File: config.mk
export PLATFORM = sky130hd
export DESIGN_NAME = hazard_unit
export DESIGN_NICKNAME = d
export VERILOG_FILES = /design/src/rtl/hazard_pkg.sv /design/src/rtl/hazard_sat_counter.sv /design/src/rtl/hazard_unit.sv
export SDC_FILE = /design/constraint.sdc
export NUM_CORES = 1
export LEC_CHECK = 0
export CORE_MARGIN = 2
export CORE_UTILIZATION = 50
export CTS_CLUSTER_SIZE = 10
export DETAILED_ROUTE_END_ITERATION = 6
export PLACE_DENSITY = 0.85
export SLEW_MARGIN = 30
export SYNTH_ARGS = -nofsm -noshare
export SYNTH_HDL_FRONTEND = slang
export SYNTH_SLANG_ARGS = --single-unit
File: constraint.sdc
create_clock -name clk -period 2.4 [get_ports clk]
set_input_delay 0.24 -clock clk [delete_from_list [all_inputs] [get_ports clk]]
set_output_delay 0.24 -clock clk [all_outputs]
set_load 0.02 [all_outputs]
File: src/rtl/hazard_pkg.sv
// Shared types and helpers for the pipeline hazard unit: forwarding select
// encoding, execute-stage shadow record and the forwarding priority function.
package hazard_pkg;

  localparam int HZ_ADDR_WIDTH = 5;
  // Shadow indices are held at this width; ADDR_WIDTH must not exceed it.
  localparam int REG_IDX_W = 8;

  typedef logic [REG_IDX_W-1:0] reg_idx_t;

  typedef enum logic [1:0] {
    FWD_RF  = 2'b00,
    FWD_WB  = 2'b01,
    FWD_MEM = 2'b10
  } fwd_sel_t;

  typedef struct packed {
    reg_idx_t rs1;
    reg_idx_t rs2;
    reg_idx_t rd;
    logic     regwrite;
    logic     isload;
  } shadow_e_t;

  // Memory stage wins over writeback; x0 is never a forwarding source.
  function automatic fwd_sel_t fwd_select(
    input reg_idx_t src,
    input reg_idx_t m_rd,
    input logic     m_we,
    input reg_idx_t w_rd,
    input logic     w_we
  );
    fwd_sel_t sel;
    sel = FWD_RF;
    if (m_we && (m_rd != '0) && (m_rd == src))
      sel = FWD_MEM;
    else if (w_we && (w_rd != '0) && (w_rd == src))
      sel = FWD_WB;
    return sel;
  endfunction

endpackage

File: src/rtl/hazard_sat_counter.sv
// Saturating up-counter used for the stall/flush performance-debug events.
module sat_counter #(
  parameter int WIDTH = 16
) (
  input  logic             clk,
  input  logic             rst_n,
  input  logic             inc_i,
  output logic [WIDTH-1:0] count_o
);

  logic [WIDTH-1:0] count_reg;
  logic [WIDTH-1:0] count_next;

  always_comb begin
    count_next = count_reg;
    if (inc_i && (count_reg != {WIDTH{1'b1}}))
      count_next = count_reg + 1'b1;
  end

  always_ff @(posedge clk or negedge rst_n) begin
    if (!rst_n)
      count_reg <= '0;
    else
      count_reg <= count_next;
  end

  assign count_o = count_reg;

endmodule

File: src/rtl/hazard_unit.sv
// Load-use stall, control flush and operand forwarding for the D/E pipeline
// register, driven from locally tracked E/M/W shadow state.
module hazard_unit
  import hazard_pkg::*;
#(
  parameter int ADDR_WIDTH  = HZ_ADDR_WIDTH,
  parameter int COUNT_WIDTH = 16
) (
  input  logic                   clk,
  input  logic                   rst_n,
  input  logic [ADDR_WIDTH-1:0]  Rs1D_i,
  input  logic [ADDR_WIDTH-1:0]  Rs2D_i,
  input  logic [ADDR_WIDTH-1:0]  RdD_i,
  input  logic                   RegWriteD_i,
  input  logic                   ResultSrcD_i,
  input  logic                   PCSrcE_i,
  output logic                   StallF_o,
  output logic                   StallD_o,
  output logic                   FlushD_o,
  output logic                   FlushE_o,
  output logic [1:0]             ForwardAE_o,
  output logic [1:0]             ForwardBE_o,
  output logic [COUNT_WIDTH-1:0] StallCount_o,
  output logic [COUNT_WIDTH-1:0] FlushCount_o
);

  reg_idx_t  rs1_d;
  reg_idx_t  rs2_d;
  reg_idx_t  rd_d;

  shadow_e_t e_reg, e_next;
  reg_idx_t  m_rd_reg, w_rd_reg;
  logic      m_we_reg, w_we_reg;

  logic      lw_stall;
  logic      flush_e;
  fwd_sel_t  fwd_a, fwd_b;

  assign rs1_d = reg_idx_t'(Rs1D_i);
  assign rs2_d = reg_idx_t'(Rs2D_i);
  assign rd_d  = reg_idx_t'(RdD_i);

  // A resolving branch discards the dependent instruction, so it must not stall.
  assign lw_stall = e_reg.isload && (e_reg.rd != '0)
                    && ((e_reg.rd == rs1_d) || (e_reg.rd == rs2_d))
                    && !PCSrcE_i;
  assign flush_e  = lw_stall || PCSrcE_i;

  always_comb begin
    e_next = '0;
    if (!flush_e) begin
      e_next.rs1      = rs1_d;
      e_next.rs2      = rs2_d;
      e_next.rd       = rd_d;
      e_next.regwrite = RegWriteD_i;
      e_next.isload   = ResultSrcD_i;
    end
  end

  always_ff @(posedge clk or negedge rst_n) begin
    if (!rst_n) begin
      e_reg    <= '0;
      m_rd_reg <= '0;
      m_we_reg <= 1'b0;
      w_rd_reg <= '0;
      w_we_reg <= 1'b0;
    end else begin
      e_reg    <= e_next;
      m_rd_reg <= e_reg.rd;
      m_we_reg <= e_reg.regwrite;
      w_rd_reg <= m_rd_reg;
      w_we_reg <= m_we_reg;
    end
  end

  assign fwd_a = fwd_select(e_reg.rs1, m_rd_reg, m_we_reg, w_rd_reg, w_we_reg);
  assign fwd_b = fwd_select(e_reg.rs2, m_rd_reg, m_we_reg, w_rd_reg, w_we_reg);

  assign StallF_o    = lw_stall;
  assign StallD_o    = lw_stall;
  assign FlushD_o    = PCSrcE_i;
  assign FlushE_o    = flush_e;
  assign ForwardAE_o = fwd_a;
  assign ForwardBE_o = fwd_b;

  // Index 0 counts load-use stalls, index 1 counts control flushes.
  logic [1:0]             cnt_inc;
  logic [COUNT_WIDTH-1:0] cnt_val [2];

  assign cnt_inc = {PCSrcE_i, lw_stall};

  generate
    for (genvar gi = 0; gi < 2; gi++) begin : g_cnt
      sat_counter #(
        .WIDTH (COUNT_WIDTH)
      ) u_cnt (
        .clk     (clk),
        .rst_n   (rst_n),
        .inc_i   (cnt_inc[gi]),
        .count_o (cnt_val[gi])
      );
    end
  endgenerate

  assign StallCount_o = cnt_val[0];
  assign FlushCount_o = cnt_val[1];

endmodule
==> results.cfg <==
[route]
dr.first_iter.drc_count = 66
totalWireLength_um = 5840
viasPerCell = 5.20
drtPass1Iterations = 4
ant_nets = 0
vias = 2060
drc_errors = 0
wl_per_cell_um = 14.7

[global_route]
met3_usage_pct = 6.44
grtUsageTotal_pct = 20.9
grt_max_degree = 62
grt_pass1_vias = 2079
grt.busiest_layer = met2
gr-usage-met1_pct = 23.6
grt_overflow_total = 0
grt_pass1_wl_um = 9670
antenna_found_initial = 0
use_met2_pct = 36.7

[timing]
tightest_slew_ns = 0.592
setup_viol = 0
holdWs_ns = 0.351
max_freq_mhz = 432
clock_skew_ns = 0.00926
timing.final.crit_share_pct = 96.5
hold_violations = 0
relSlewSlack_pct = 60.3
maxSlewViolCount = 0
fin_crit_ns = 2.32

[pwr]
power_mw = 2.54
p_int_mw = 1.82
leakage_nw = 1.66
pwr-share-clk_pct = 31.4
power.density_mw_per_mm2 = 682
combPwrFrac_pct = 20.4
p_sw_share_pct = 28.5
ir_worst_vdd_mv = 0.759
power.switching_mw = 0.723
power_frac_seq_pct = 48.2

[finish]
fillers = 425
largest_reg_flops = 32
most-common-layout-cells = dfrtp_1 (61), clkdlybuf4s50_1 (51), xnor2_1 (41)
area.growth.synth_to_final_pct = 33.7
multi_input_area_mm2 = 0.00122
diodes = 0
layout_commonest_cell = dfrtp_1
drive_gt1_share_pct = 13.0
seqCellArea_mm2 = 0.00153
nets = 341

[clock_network]
htree_num_levels = 3
cts_tree = built
clk_latency_ns = 0.33
cts_root_buf = clkbuf_8
clk_pin_slew_ns = 0.06
cts.sinks = 61
cts_made_buffers = 9
clock_path_buffers = 2

[worst_setup_path]
critPathRequiredTime_ns = 2.16
arrival_ns = 2.08
critPathMaxFanout = 6
critPathLaunchType = flop
crit_type = reg -> out
setup.worst_path.end_class = output port

[synthesis]
synth-seq-cells = 61
avgSynthCellArea_um2 = 11.7
synth_cell_types = 30
synth_cells = 239
yosys_warnings = 0
seq_area_frac_synth_pct = 54.8
synth_nets = 261
synthesis.area_mm2 = 0.00279

[die]
die_x_um = 78.7
coreArea_mm2 = 0.00544
dieHeight_um = 78.7
initial_core_util_pct = 51.2
io_pins = 60
die_area_mm2 = 0.00619
rows = 27

[placement]
port_buffers = 59
dp_hpwl_um = 4210
gp_congestion = 0.792

[status]
outcome = completed

[flow_run]
drv_cap = 0

[min_path]
worstHoldPathType = reg -> reg
[power groups by stage]
stage | clock network, mW | logic, mW | registers [mW]
6_report | 0.798 | 0.517 | 1.23
5_1_grt | 0.859 | 0.557 | 1.24
4_1_cts | 0.814 | 0.518 | 1.23
3_5_place_dp | 0 | 0.512 | 1.24
3_3_place_gp | 0 | 0.495 | 1.24
2_1_floorplan | 0 | 0.179 | 1.31
[synthesized netlist by cell type (all sizes together)]
cell type	number	area share (%)
a21oi	1	0.58
and2	21	4.7
and3	12	2.7
and4	4	1.3
buf	4	1.1
clkbuf	1	0.13
dfrtp	61	55
ha	2	0.90
inv	3	0.40
mux2	2	0.81
nand2	11	1.5
nand3	17	3.1
nand3b	1	0.27
nand4	14	3.1
nand4b	1	0.31
nor2	5	0.67
nor3	3	0.72
nor4	5	1.1
o21a	1	0.27
o21ai	3	0.67
o22ai	1	0.45
or2	1	0.22
or4	5	1.3
xnor2	41	13
xor2	19	6.0
[worst paths after layout]
kind | start | to | slack [ns] | cells past startpoint
setup / recovery | e_reg[3] | StallF_o | 0.08 | 5
hold / removal | e_reg[1] | m_we_reg | 0.35 | 0
setup reg to reg | e_reg[3] | g_cnt[0].u_cnt.count_o[1] | 0.30 | 7
hold reg to reg | e_reg[1] | m_we_reg | 0.35 | 0
max in group asynchronous | rst_n | g_cnt[0].u_cnt.count_o[3] | 1.70 | 3
min in group asynchronous | rst_n | w_rd_reg[2] | 0.44 | 3
[final cells by class]
cell class	count	share of cell area, %
clock inverter	4	0.604
clock buffer	12	4.16
tap	72	2.42
sequential	61	41.0
timing repair buffer	74	18.8
inverter	3	0.302
multi-input combinational	170	32.7
[kinds of logic after synthesis]
| family | synth area share [%] |
|---|---|
| flops | 54.8 |
| compound gates | 1.98 |
| xor+xnor | 18.9 |
| fa+ha+maj | 0.898 |
| mux | 0.808 |
| simple gates | 21.0 |
| buf+inv | 1.66 |
[per-stage QoR]
stage                     utilization (%)  worst slack [ns]  cells  setup TNS, ns  area [µm²]
after floorplan                         -             0.144    239              0        2790
after global placement               64.6            0.0643    375              0        3510
after detailed placement             64.6           -0.0371    375        -0.0701        3510
after CTS                            68.4           0.00966    394              0        3720
after global routing                 68.5           -0.0108    396        -0.0216        3730
final                                68.5            0.0848    396              0        3730
[critical path: stages, from the launching register on]
cell	delay (ns)
dfrtp_1	0.40
or4_1	0.55
o21ai_2	0.21
nor2_2	0.11
and2_1	0.19
clkdlybuf4s15_1	0.29
[routing by layer]
layer  part of all wire [%]  wire length (µm)  vias up
met5                      0                 0        -
met4                    1.7                99        0
met3                    5.1               299       10
met2                     53              3100       54
met1                     40              2340     1010
li1                       -                 -      986
[what timing repair did]
action / 4_1_cts / 5_1_grt
endpoints found under the setup margin: 7 / 5
hold buffers: 1 / 0
pin swaps: 1 / 1
resized for setup: 17 / 4
endpoints found under the hold margin: 61 / 0
setup buffers: 2 / 2
Power figures use the tool's default switching activity.
